==> config.mk <==
export PLATFORM = sky130hd
export DESIGN_NAME = serial_adder_seq
export DESIGN_NICKNAME = d
export VERILOG_FILES = /design/src/rtl/serial_adder_seq.sv
export SDC_FILE = /design/constraint.sdc
export NUM_CORES = 1
export LEC_CHECK = 0
export ABC_AREA = 1
export BUFFER_PORTS_ARGS = -buffer_cell sky130_fd_sc_hd__buf_2
export CAP_MARGIN = 30
export CORE_UTILIZATION = 47
export CTS_CLUSTER_SIZE = 20
export DETAILED_ROUTE_END_ITERATION = 8
export HOLD_SLACK_MARGIN = 0.05
export PLACE_DENSITY_LB_ADDON = 0.2
export SLEW_MARGIN = 20
export SYNTH_ARGS = -nofsm -noshare
export SYNTH_HDL_FRONTEND = slang
export SYNTH_SLANG_ARGS = --single-unit
==> constraint.sdc <==
create_clock -name clk -period 1.15 [get_ports clk]
set_input_delay 0.115 -clock clk [delete_from_list [all_inputs] [get_ports clk]]
set_output_delay 0.115 -clock clk [all_outputs]
set_load 0.02 [all_outputs]
==> src/rtl/serial_adder_seq.sv <==
// rtl/serial_adder_seq.sv - bit-serial LSB-first adder around a 1-bit full-adder cell
// Optional two's-complement overflow output enabled by SERIAL_ADDER_OVF_EN.
module serial_adder_seq #(
    parameter int WIDTH = 8
) (
    input  logic             clk,
    input  logic             rst_n,
    input  logic             start,
    input  logic [WIDTH-1:0] a,
    input  logic [WIDTH-1:0] b,
    input  logic             cin,
    output logic             busy,
    output logic             done,
    output logic [WIDTH-1:0] sum,
    output logic             cout
`ifdef SERIAL_ADDER_OVF_EN
    ,
    output logic             ovf
`endif
);

    localparam int CW = (WIDTH > 1) ? $clog2(WIDTH) : 1;

    typedef enum logic [1:0] {
        S_IDLE,
        S_RUN,
        S_DONE
    } state_t;

    state_t           state_q, state_d;
    logic [WIDTH-1:0] a_sh_q, a_sh_d;
    logic [WIDTH-1:0] b_sh_q, b_sh_d;
    logic [WIDTH-1:0] sum_q, sum_d;
    logic             carry_q, carry_d;
    logic             cout_q, cout_d;
    logic [CW-1:0]    cnt_q, cnt_d;
    logic             fa_s, fa_c, last_bit;
`ifdef SERIAL_ADDER_OVF_EN
    logic             ovf_q, ovf_d;
`endif

    assign fa_s     = a_sh_q[0] ^ b_sh_q[0] ^ carry_q;
    assign fa_c     = (a_sh_q[0] & b_sh_q[0]) | (carry_q & (a_sh_q[0] ^ b_sh_q[0]));
    assign last_bit = (cnt_q == CW'(WIDTH - 1));

    always_comb begin
        state_d = state_q;
        a_sh_d  = a_sh_q;
        b_sh_d  = b_sh_q;
        sum_d   = sum_q;
        carry_d = carry_q;
        cout_d  = cout_q;
        cnt_d   = cnt_q;
`ifdef SERIAL_ADDER_OVF_EN
        ovf_d   = ovf_q;
`endif
        case (state_q)
            S_RUN: begin
                a_sh_d  = {1'b0, a_sh_q[WIDTH-1:1]};
                b_sh_d  = {1'b0, b_sh_q[WIDTH-1:1]};
                sum_d   = {fa_s, sum_q[WIDTH-1:1]};
                carry_d = fa_c;
                cnt_d   = cnt_q + CW'(1);
                if (last_bit) begin
                    state_d = S_DONE;
                    cout_d  = fa_c;
`ifdef SERIAL_ADDER_OVF_EN
                    // carry_q is the carry into the MSB on this final cycle
                    ovf_d   = carry_q ^ fa_c;
`endif
                end
            end
            default: begin
                // IDLE and DONE both accept a new operation
                if (start) begin
                    state_d = S_RUN;
                    a_sh_d  = a;
                    b_sh_d  = b;
                    carry_d = cin;
                    cnt_d   = '0;
                end else begin
                    state_d = S_IDLE;
                end
            end
        endcase
    end

    always_ff @(posedge clk) begin
        if (!rst_n) begin
            state_q <= S_IDLE;
            a_sh_q  <= '0;
            b_sh_q  <= '0;
            sum_q   <= '0;
            carry_q <= 1'b0;
            cout_q  <= 1'b0;
            cnt_q   <= '0;
`ifdef SERIAL_ADDER_OVF_EN
            ovf_q   <= 1'b0;
`endif
        end else begin
            state_q <= state_d;
            a_sh_q  <= a_sh_d;
            b_sh_q  <= b_sh_d;
            sum_q   <= sum_d;
            carry_q <= carry_d;
            cout_q  <= cout_d;
            cnt_q   <= cnt_d;
`ifdef SERIAL_ADDER_OVF_EN
            ovf_q   <= ovf_d;
`endif
        end
    end

    assign busy = (state_q == S_RUN);
    assign done = (state_q == S_DONE);
    assign sum  = sum_q;
    assign cout = cout_q;
`ifdef SERIAL_ADDER_OVF_EN
    assign ovf  = ovf_q;
`endif

endmodule

=== After elaboration in Yosys (flattened, before gate mapping) ===
Index checks and enable logic that the tools add are counted.

* Muxes and demuxes: 11
* Equality and inequality tests: 4
* Reduce and logical (&&, ||, !) cells: 3
* Add/subtract/negate cells: 1
* Bitwise logic cells: 6

{| class="wikitable"
|+ Operators by type and width
! kind !! number
|-
| two-way mux 7 bit || 4
|-
| two-way mux 3 bit || 2
|-
| two-way mux 2 bit || 2
|-
| adder 3 x 1 -> 3 bit, second input constant || 1
|-
| == test 3 bit, second input constant || 1
|-
| two-way mux 1 bit || 3
|-
| AND 1 bit || 2
|-
| == test 2 x 1 -> 1 bit, second input constant || 1
|-
| == test 2 bit, second input constant || 1
|-
| != test 2 x 1 -> 1 bit, second input constant || 1
|-
| AND reduction 2 bit || 1
|-
| nonzero test 2 bit || 1
|-
| OR reduction 2 bit || 1
|-
| XOR 1 bit || 2
|-
| NOT 1 bit || 1
|-
| bitwise OR 1 bit || 1
|}

* Input port bits: 20
* Bits in registers: 31
* Output and inout bits: 11

=== Logic depth before layout (Yosys ltp) ===
Gate-level depths: netlist of run 1.

* Word-level depth: 4
* Depth in mapped cells: 8
* Gate-level depth less buffers: 6

=== Worst setup path before layout of run 1 ===
No wires, ideal clock.

* Kind: register to register
* Start point: reg a_sh_q[0]
* End point: reg sum_q[7], in the netlist sum[7]
* Path buffers: 0
* Data arrival time: 0.953 ns
* Slack: 0.081 ns
* Stages on the path, launching flop included: 4
* Period minus slack after synthesis: 1.069 ns
* Required time: 1.034 ns
* Setup time: 0.116 ns
* Cell sequence: dfxtp_1 -> fa_1 -> o21ai_0 -> nor2_1

* Word-level cells in the longest chain between the ends: 2

{| class="wikitable"
|+ Ends and longest elaborated chain
! item !! line !! text
|-
| start, declared || 31 || <nowiki>logic [WIDTH-1:0] a_sh_q, a_sh_d;</nowiki>
|-
| start signal, assigned || 102 || <nowiki>a_sh_q <= a_sh_d;</nowiki>
|-
| XOR 1 bit (2 in series) || 42 || <nowiki>assign fa_s = a_sh_q[0] ^ b_sh_q[0] ^ carry_q;</nowiki>
|-
| named net fa_s || 37 || <nowiki>logic fa_s, fa_c, last_bit;</nowiki>
|-
| end signal, assigned || 104 || <nowiki>sum_q <= sum_d;</nowiki>
|-
| end, declared || 33 || <nowiki>logic [WIDTH-1:0] sum_q, sum_d;</nowiki>
|}

The timed path passes the listed nets, and every way through them passes these cells.
A chain may end at the register's enable or synchronous reset.

=== Worst setup path after layout of run 1 ===
* Start point: reg state_q[0]
* End point: out busy

* Word-level cells in the longest chain between the ends: 1

{| class="wikitable"
|+ Ends and longest elaborated chain
! item !! line !! text
|-
| start, declared || 30 || <nowiki>state_t state_q, state_d;</nowiki>
|-
| start signal, assigned || 101 || <nowiki>state_q <= state_d;</nowiki>
|-
| == test 2 x 1 -> 1 bit || 114 || <nowiki>assign busy = (state_q == S_RUN);</nowiki>
|-
| end, declared || 12 || <nowiki>output logic busy,</nowiki>
|}

Every way passes these cells.

==> out/results.ini, run 1 <==
[drt]
drt.antenna.violating_nets=0
routedWlPerCell_um=12.5
wirelength_um=3250
drcViolationCount=0
first_iter_violations=73
firstDrtPassIters=5
vias_per_cell=5.27
num_vias=1369

[synth]
synthArstFlopShare_pct=0
synth.area.top_cells=dfxtp_1 45%, nand3_1 17%, nand2_1 11%
syn_inst=191
syn_nets=214
synth_top_area_share_pct=44.6
ys_seq_elements=31
synthFlopType=dfxtp_1
avgSynthCellArea_um2=7.28
yosysWarnings=0
yosys.area.top_type=dfxtp_1
synth.most_common_cell=nand3_1
syn_area_mm2=0.00139
synth_edf_count=0
ys_top_cells_by_count=46 x nand3_1, 42 x nand2_1, 31 x dfxtp_1
ys_types=20
synth-seq-area-share_pct=44.6

[grt]
grt_start_max_net_pins=39
grt-ovfl-total=0
grt_pass1_vias=1203
grt_pass1_wl_um=5050
antenna_found_initial=0
grt_usage_pct=20.6

[worst_setup_path]
critPathRequiredTime_ns=1.03
r2r-start=a_sh_q[0]
crit_path_top_delay_cell=dfxtp_2
startpoint_type=flip-flop
critical_path.max_stage_delay_ns=0.35
criticalPathCategory=reg -> out
crit_chain=inv_2, nor2_4, buf_12, buf_8
r2r_cells=3
critPathArrivalTime_ns=1.06
rrSetupSlack_ns=0.02
cp-end-kind=output port
cp_max_fo=2
reg2reg_to=sum[7]

[timing]
fmax_mhz=849
finalCriticalPeriod_ns=1.18
fin_crit_sh_pct=102
worst_slew_pin_slew_ns=0.230
fin_ws_ns=-0.0272
rsz0062_at_grt=yes
finalSetupViolCount=1
slew_viol_final=0
hold_viol_final=0
fin_tns_setup_ns=-0.0272
whs_ns=0.0961
slew_headroom_pct=84.7
fin_skew_ns=0.00246

[pwr]
swShare_pct=29.4
p_switching_uw=648
ir_worst_vdd_uv=863
p_per_area_mw_per_mm2=1250
p_clk_share_pct=27.7
p_leak_nw=0.923
p_seq_share_pct=53.3
intPower_mw=1.56
p_comb_share_pct=18.9

[die]
rows=19
io-pin-count=31
dieArea_mm2=0.00318
core_mm2=0.00278
die_w_um=56.4
start_util_pct=50.0
die_h_um=56.4

[clock_tree]
clock_path_buffers=2
clk_pin_slew_ns=0.10
cts_root_buf=clkbuf_4
cts_buffers=5
clk_latency_ns=0.33
cts.sinks=31
htreeDepth=2
cts_tree=yes

[finish]
syn_to_final_growth_pct=27.2
antennaDiodeCount=0
multi_input_area_um2=621
fin_nets=251
fill_cells=274
register_area_um2=626
final_cells=260
drive_gt1_share_pct=26.6

[hold_path]
hold_path_depth=5
hold_path_class=in -> reg
hp-start=b[0]
holdPathEnd=b_sh_q[0]

[placement]
dp.final_hpwl_um=2010
numPortBuffers=30
dp.cells=244
routabilityCongestion=0.737

[outcome]
violations=setup timing
status=finished with violations

[run]
drv_cap=0

-- logic make-up (layout without fill, tap and decap cells) --
logic type | count (synthesis) | count (layout) | share of synthesized area [%]
and+or+nand+nor | 110 | 110 | 34.4
adders and majority gates | 3 | 3 | 3.24
AOI/OAI and AO/OA | 14 | 14 | 5.39
DFF | 31 | 31 | 44.6
buffers and inverters | 33 | 71 | 12.4
-- repair_timing --
item / 4_1_cts / 5_1_grt
pin swaps: 2 / 2
endpoints found under the setup margin: 2 / 27
setup buffers: 3 / 0
gates cloned: 1 / 2
resized for setup: 9 / 10
endpoints found under the hold margin: 2 / 0
hold buffers: 2 / 0
-- registers in the layout, summed over array words and instances (netlist names) --
register / cells
cout: 1
a_sh_q: 8
cnt_q: 3
b_sh_q: 8
sum: 8
state_q: 2
carry_q: 1
-- layer usage --
metal,track usage (%),vias up,wire length (µm)
met5,0,-,0
met2,35.4,40,1620
li1,-,683,-
met1,23.5,634,1390
met3,5.53,12,155
met4,10.5,0,82
-- final cells by class --
class	instances	area share, %
flip-flops and latches	31	35.3
multi-input cells	127	35.1
repair buffers	43	20.1
inverters	20	4.31
well taps	31	2.19
clock buffers	5	2.12
clock inverters	3	0.848
-- how the worst max path moves through the flow --
stage               slack, ns  depth (start not counted)  startpoint     end
finish                  -0.03                          4  state_q[0]    busy
global route            -0.08                          4  state_q[0]    busy
CTS                     -0.03                          4  state_q[0]    busy
detailed placement       0.03                          3   a_sh_q[0]  sum[7]
global placement         0.06                          3   a_sh_q[0]  sum[7]
floorplan                0.08                          3   a_sh_q[0]  sum[7]
-- worst max-delay path: cells and delay by family (launching register included) --
| kind | cells | cell delay [ns] |
|---|---|---|
| buffers and inverters | 3 | 0.26 |
| flip-flops | 1 | 0.35 |
| AND/OR/NAND/NOR | 1 | 0.12 |
-- cell usage in the layout (no fill, tap or decap) --
cell            n
nand2_1        42
o21ai_1         2
o21ai_0         7
buf_8           1
a21oi_1         3
fa_2            1
inv_1          17
nand3_1        46
clkinv_2        4
buf_2          28
ha_1            2
buf_16          1
dfxtp_2         4
buf_4           4
inv_2           2
nor2_1         19
a211oi_2        1
nand2_4         1
dfxtp_1        27
buf_12          2
clkbuf_16       2
a211oi_1        1
nor2_4          2
clkbuf_4        5
buf_6           3
dlygate4sd3_1   2
-- power groups by stage --
stage	clock, mW	combinational [mW]	sequential [mW]
CTS	0.618	0.382	1.17
global placement	0	0.322	1.20
floorplan	0	0.214	1.22
global route	0.679	0.456	1.19
finish	0.611	0.418	1.18
detailed placement	0	0.331	1.20
-- stage by stage --
step | utilization (%) | setup WS [ns] | area [µm²] | power (mW)
5_1_grt | 63.7 | -0.0803 | 1770 | 2.32
3_5_place_dp | 55.6 | 0.0303 | 1550 | 1.53
6_report | 63.7 | -0.0272 | 1770 | 2.20
3_3_place_gp | 55.6 | 0.0648 | 1550 | 1.52
4_1_cts | 61.1 | -0.0341 | 1700 | 2.17
2_1_floorplan | - | 0.0812 | 1390 | 1.43
Note: power is estimated with default switching activity, not from simulation.
==> inputs of run 2 (changes only) <==
--- a/config.mk
+++ b/config.mk
@@ -5,7 +5,6 @@
 export SDC_FILE = /design/constraint.sdc
 export NUM_CORES = 1
 export LEC_CHECK = 0
-export ABC_AREA = 1
 export BUFFER_PORTS_ARGS = -buffer_cell sky130_fd_sc_hd__buf_2
 export CAP_MARGIN = 30
 export CORE_UTILIZATION = 47
==> out/results.ini, run 2 <==
[finish]
final_cells=205  ; was 260
fill_cells=253  ; was 274
fin_nets=196  ; was 251
drive_gt1_share_pct=38.5  ; was 26.6%
final_cell_mix=28 x dfxtp_1, 28 x buf_2, 17 x mux2i_1  ; was 46 x nand3_1, 42 x nand2_1, 28 x buf_2
syn_to_final_growth_pct=23.3  ; was 27.2%
multi_input_area_um2=662  ; was 621 µm²
fin_util_pct=61.5  ; was 63.7%
antennaDiodeCount=0  ; unchanged
register_area_um2=624  ; was 626 µm²

[worst_setup_path]
cp_num_cells=2  ; was 4
cp_max_fo=2  ; unchanged
critPathRequiredTime_ns=1.03  ; about the same
startpoint_type=flip-flop  ; unchanged
crit_chain=and2b_1, buf_6  ; was inv_2, nor2_4, buf_12, buf_8
crit_path_top_delay_cell=dfxtp_2  ; unchanged
crit_end=done  ; was busy
critical_path.max_stage_delay_ns=0.36  ; was 0.35 ns
cp-end-kind=output port  ; unchanged
crit_buf_inv=1  ; was 3
critPathArrivalTime_ns=1.00  ; was 1.06 ns
criticalPathCategory=reg -> out  ; unchanged
reg2reg_to=sum[7]  ; unchanged
rrSetupSlack_ns=0.04  ; was 0.02 ns
cp_top_family=flip-flops  ; unchanged
r2r_cells=3  ; unchanged
r2r-start=a_sh_q[0]  ; unchanged
worstSetupStartpoint=state_q[0]  ; unchanged

[pwr]
p_per_area_mw_per_mm2=1380  ; was 1250 mW/mm²
ir_worst_vdd_uv=1040  ; was 863 µV
p_leak_nw=0.766  ; was 0.923 nW

[synth]
syn_nets=160  ; was 214
synth-seq-area-share_pct=44.7  ; was 44.6%
synthArstFlopShare_pct=0  ; unchanged
synth.most_common_cell=dfxtp_1  ; was nand3_1
synth_edf_count=0  ; unchanged
ys_types=27  ; was 20
yosys.area.top_type=dfxtp_1  ; unchanged
avgSynthCellArea_um2=10.1  ; was 7.28 µm²
yosysWarnings=0  ; unchanged
syn_inst=137  ; was 191
synthFlopType=dfxtp_1  ; unchanged
synth.area.top_cells=dfxtp_1 45%, mux2i_1 12%, a21oi_1 5.8%  ; was dfxtp_1 45%, nand3_1 17%, nand2_1 11%
syn_area_mm2=0.00139  ; about the same
ys_top_cells_by_count=31 x dfxtp_1, 17 x mux2i_1, 16 x a21oi_1  ; was 46 x nand3_1, 42 x nand2_1, 31 x dfxtp_1
ys_seq_elements=31  ; unchanged
synth_top_area_share_pct=44.7  ; was 44.6%

[hold_path]
hold_path_class=in -> reg  ; unchanged

[die]
core_mm2=0.00278  ; unchanged
die_h_um=56.3  ; was 56.4 µm
rows=19  ; unchanged
die_w_um=56.3  ; was 56.4 µm
start_util_pct=49.9  ; was 50.0%
io-pin-count=31  ; unchanged
dieArea_mm2=0.00317  ; was 0.00318 mm²

[grt]
grt_pass1_wl_um=4030  ; was 5050 µm
grt_pass1_vias=970  ; was 1203
grt-ovfl-total=0  ; unchanged
grt_start_max_net_pins=27  ; was 39
grt_usage_pct=16.5  ; was 20.6%
antenna_found_initial=0  ; unchanged

[drt]
firstDrtPassIters=3  ; was 5
num_vias=1045  ; was 1369
wirelength_um=2310  ; was 3250 µm
vias_per_cell=5.10  ; was 5.27
routedWlPerCell_um=11.3  ; was 12.5 µm
drt.antenna.violating_nets=0  ; unchanged
first_iter_violations=15  ; was 73
drcViolationCount=0  ; unchanged

[timing]
worst_slew_pin_slew_ns=0.259  ; was 0.230 ns
fin_tns_setup_ns=0  ; was -0.0272 ns
hold_viol_final=0  ; unchanged
fmax_mhz=900  ; was 849 MHz
slew_viol_final=0  ; unchanged
fin_skew_ns=0.00308  ; was 0.00246 ns
finalSetupViolCount=0  ; was 1
finalCriticalPeriod_ns=1.11  ; was 1.18 ns
slew_headroom_pct=82.7  ; was 84.7%
whs_ns=0.0761  ; was 0.0961 ns
rsz0062_at_grt=yes  ; unchanged
fin_crit_sh_pct=96.6  ; was 102%

[outcome]
status=completed  ; was finished with violations

[clock_tree]
htreeDepth=2  ; unchanged
clock_path_buffers=2  ; unchanged
cts_tree=yes  ; unchanged
clk_pin_slew_ns=0.09  ; was 0.10 ns
clk_latency_ns=0.32  ; was 0.33 ns
cts_buffers=5  ; unchanged
cts_root_buf=clkbuf_4  ; unchanged
cts.sinks=31  ; unchanged

[placement]
dp.final_hpwl_um=1640  ; was 2010 µm
numPortBuffers=30  ; unchanged
dp.cells=191  ; was 244
routabilityCongestion=0.647  ; was 0.737

[run]
drv_cap=0  ; unchanged

-- run 2: cell count changes after synthesis, moves of 5 or more --
cell / delta
o21ai_1: +14
a21boi_2: +6
o21ai_0: -8
mux2i_1: +17
nor2_1: -16
nand3_1: -46
a21oi_1: +13
nand2_2: +5
inv_1: -18
nand2_1: -28
-- run 2: metal layers --
metal / GRT usage, % / routed length [µm] / vias to the layer above / part of all wire [%]
met3: 5.07 / 102 / 8 / 4.4
li1: - / - / 552 / -
met1: 18.8 / 989 / 462 / 43
met4: 8.36 / 45 / 0 / 1.9
met5: 0 / 0 / - / 0
met2: 27.7 / 1180 / 23 / 51
-- run 2: how the worst min path moves through the flow --
stage / from / end / slack, ns / cells after the start
after global placement: a[7] / a_sh_q[7] / 0.36 / 3
after global routing: b[2] / b_sh_q[2] / 0.08 / 3
after detailed placement: b[7] / b_sh_q[7] / 0.36 / 3
final: b[1] / b_sh_q[1] / 0.08 / 3
after floorplan: a[7] / a_sh_q[7] / 0.26 / 2
after CTS: a[6] / a_sh_q[6] / 0.06 / 3
-- run 2: final cells by class --
cell class	count	area share, %
Clock buffer	6	3.00
Timing Repair Buffer	40	16.8
Inverter	1	0.658
Sequential cell	31	36.5
Clock inverter	2	2.05
Multi-Input combinational cell	94	38.7
Tap cell	31	2.27
-- run 2: worst min-delay path, stage by stage --
cell and delay, ns:
buf_2 0.08, mux2i_1 0.05, a21oi_1 0.12
-- run 2: cell families (layout without fill, tap and decap cells) --
logic type      count (synthesis)  after routing  synth area share [%]
flops                          31             31                  44.7
fa+ha+maj                       3              3                  3.25
buf+inv                        12             49                  7.75
mux                            17             17                  12.3
simple gates                   29             29                  11.3
compound gates                 45             45                  20.7
-- run 2: stage by stage --
step / setup slack (ns) / area, µm² / total power [mW]
2_1_floorplan: 0.103 / 1390 / 1.41
3_3_place_gp: 0.0935 / 1550 / 1.47
3_5_place_dp: 0.0447 / 1550 / 1.48
4_1_cts: 0.00114 / 1690 / 2.39
5_1_grt: -0.00814 / 1710 / 2.48
6_report: 0.0392 / 1710 / 2.36
-- run 2: where the power goes --
part,total [mW],internal [mW],switching [mW]
Clock,0.877,0.514,0.364
Combinational,0.312,0.160,0.152
Sequential,1.17,1.13,0.0348
-- run 2: what timing repair did --
action | CTS | global route
hold buffers | 2 | 0
setup endpoints to repair | 2 | 6
hold endpoints to repair | 2 | 0
buffers inserted | 4 | 0
resized for setup | 1 | 9
==> inputs of run 3 (changes only) <==
--- a/config.mk
+++ b/config.mk
@@ -7,7 +7,9 @@
 export LEC_CHECK = 0
 export BUFFER_PORTS_ARGS = -buffer_cell sky130_fd_sc_hd__buf_2
 export CAP_MARGIN = 30
-export CORE_UTILIZATION = 47
+export CELL_PAD_IN_SITES_DETAIL_PLACEMENT = 2
+export CELL_PAD_IN_SITES_GLOBAL_PLACEMENT = 2
+export CORE_UTILIZATION = 29
 export CTS_CLUSTER_SIZE = 20
 export DETAILED_ROUTE_END_ITERATION = 8
 export HOLD_SLACK_MARGIN = 0.05
==> out/results.ini, run 3 (synthesis results as in run 2) <==
[outcome]
status=completed  ; unchanged

[drt]
first_iter_violations=36  ; was 15
routedWlPerCell_um=13.9  ; was 11.3 µm
vias_per_cell=4.89  ; was 5.10
num_vias=1086  ; was 1045
wirelength_um=3080  ; was 2310 µm
drcViolationCount=0  ; unchanged
drt.antenna.violating_nets=0  ; unchanged
firstDrtPassIters=5  ; was 3

[die]
die_h_um=71.2  ; was 56.3 µm
dieArea_mm2=0.00507  ; was 0.00317 mm²
start_util_pct=31.0  ; was 49.9%
rows=24  ; was 19
io-pin-count=31  ; unchanged
die_w_um=71.2  ; was 56.3 µm
core_mm2=0.00447  ; was 0.00278 mm²

[pwr]
p_comb_share_pct=13.2  ; about the same
p_leak_nw=0.756  ; was 0.766 nW
ir_worst_vdd_uv=575  ; was 1040 µV
swShare_pct=24.5  ; was 23.3%
p_clk_share_pct=38.8  ; was 37.2%
intPower_mw=1.84  ; was 1.81 mW
p_switching_uw=597  ; was 550 µW
p_seq_share_pct=48.0  ; was 49.6%
power_mw=2.44  ; was 2.36 mW
p_per_area_mw_per_mm2=1410  ; was 1380 mW/mm²

[worst_setup_path]
cp_max_fo=3  ; was 2
r2r_cells=3  ; unchanged
startpoint_type=flip-flop  ; unchanged
critPathRequiredTime_ns=1.03  ; about the same
cp-end-kind=output port  ; unchanged
criticalPathCategory=reg -> out  ; unchanged
reg2reg_to=sum[7]  ; unchanged
r2r-start=a_sh_q[0]  ; unchanged
critPathArrivalTime_ns=0.98  ; was 1.00 ns
rrSetupSlack_ns=0.06  ; was 0.04 ns

[placement]
numPortBuffers=30  ; unchanged
pre_cts_ws_ns=0.0389  ; was 0.0447 ns
dp.cells=212  ; was 191
dp.final_hpwl_um=2140  ; was 1640 µm
routabilityCongestion=0.646  ; was 0.647

[clock_tree]
cts.sinks=31  ; unchanged
clock_path_buffers=2  ; unchanged
cts_tree=yes  ; unchanged
clk_latency_ns=0.28  ; was 0.32 ns
cts_root_buf=clkbuf_8  ; was clkbuf_4
htreeDepth=2  ; unchanged
clk_pin_slew_ns=0.06  ; was 0.09 ns
cts_buffers=5  ; unchanged

[timing]
fmax_mhz=914  ; was 900 MHz
fin_skew_ns=0.00292  ; was 0.00308 ns
slew_headroom_pct=80.1  ; was 82.7%
fin_crit_sh_pct=95.1  ; was 96.6%
hold_viol_final=0  ; unchanged
fin_ws_ns=0.0560  ; was 0.0392 ns
finalSetupViolCount=0  ; unchanged
worst_slew_pin_slew_ns=0.299  ; was 0.259 ns
fin_tns_setup_ns=0  ; unchanged
finalCriticalPeriod_ns=1.09  ; was 1.11 ns
slew_viol_final=0  ; unchanged
rsz0062_at_grt=no  ; was yes

[finish]
final_cell_mix=29 x dfxtp_1, 29 x buf_2, 17 x mux2i_1  ; was 28 x dfxtp_1, 28 x buf_2, 17 x mux2i_1
fin_nets=192  ; was 196
syn_to_final_growth_pct=24.3  ; was 23.3%
multi_input_area_um2=662  ; unchanged
fin_util_pct=38.6  ; was 61.5%
fill_cells=490  ; was 253
antennaDiodeCount=0  ; unchanged
final_cells=222  ; was 205
drive_gt1_share_pct=37.1  ; was 38.5%
register_area_um2=623  ; was 624 µm²

[grt]
grt_usage_pct=14.1  ; was 16.5%
grt-ovfl-total=0  ; unchanged
grt_start_max_net_pins=22  ; was 27
grt_pass1_vias=1188  ; was 970
grt_pass1_wl_um=5290  ; was 4030 µm
antenna_found_initial=0  ; unchanged

[hold_path]
holdPathEnd=b_sh_q[7]  ; was b_sh_q[1]
hp-start=b[7]  ; was b[1]
hold_path_class=in -> reg  ; unchanged
hold_path_depth=3  ; unchanged

[run]
drv_cap=0  ; unchanged

run 3: critical path, stage by stage, from the launching register on:
cell and delay, ns:
dfxtp_2 0.32, nand2b_4 0.18, inv_8 0.07, buf_4 0.13
run 3: how the worst max path moves through the flow:
stage / startpoint / endpoint / slack [ns] / depth (start not counted)
2_1_floorplan: a_sh_q[0] / sum[7] / 0.10 / 3
3_3_place_gp: a_sh_q[0] / sum[7] / 0.09 / 3
5_1_grt: cnt_q[0] / cout / 0.005 / 4
4_1_cts: state_q[0] / done / 0.02 / 2
6_report: state_q[1] / busy / 0.06 / 3
3_5_place_dp: cnt_q[0] / cout / 0.04 / 4
run 3: per-stage QoR:
| stage | area, µm² | hold WS, ns |
|---|---|---|
| after floorplan | 1390 | 0.262 |
| after global placement | 1570 | 0.356 |
| after detailed placement | 1570 | 0.369 |
| after CTS | 1720 | 0.0669 |
| after global routing | 1730 | 0.0975 |
| final | 1730 | 0.0761 |
run 3: routing by layer:
| layer | share of wire (%) | vias up | GRT usage [%] |
|---|---|---|---|
| li1 | - | 539 | - |
| met5 | 0 | - | 0 |
| met2 | 52 | 24 | 24.7 |
| met1 | 41 | 515 | 14.9 |
| met3 | 3.9 | 8 | 3.56 |
| met4 | 2.8 | 0 | 9.33 |
run 3: what timing repair did:
item | CTS | global route
gates cloned | 0 | 0
resized for setup | 1 | 4
buffers inserted | 2 | 0
hold buffers | 0 | 0
setup endpoints to repair | 1 | 5
run 3: power by group through the flow:
stage,logic (mW),clock network [mW],registers [mW]
2_1_floorplan,0.221,0,1.19
4_1_cts,0.328,0.988,1.17
6_report,0.322,0.945,1.17
5_1_grt,0.358,1.04,1.18
3_3_place_gp,0.289,0,1.19
3_5_place_dp,0.303,0,1.19
run 3: area by class of cell:
class / instances / share of cell area [%]
multi-input combinational: 94 / 38.4
sequential: 31 / 36.1
timing repair buffer: 36 / 15.3
clock buffer: 8 / 5.80
tap: 52 / 3.77
inverter: 1 / 0.653
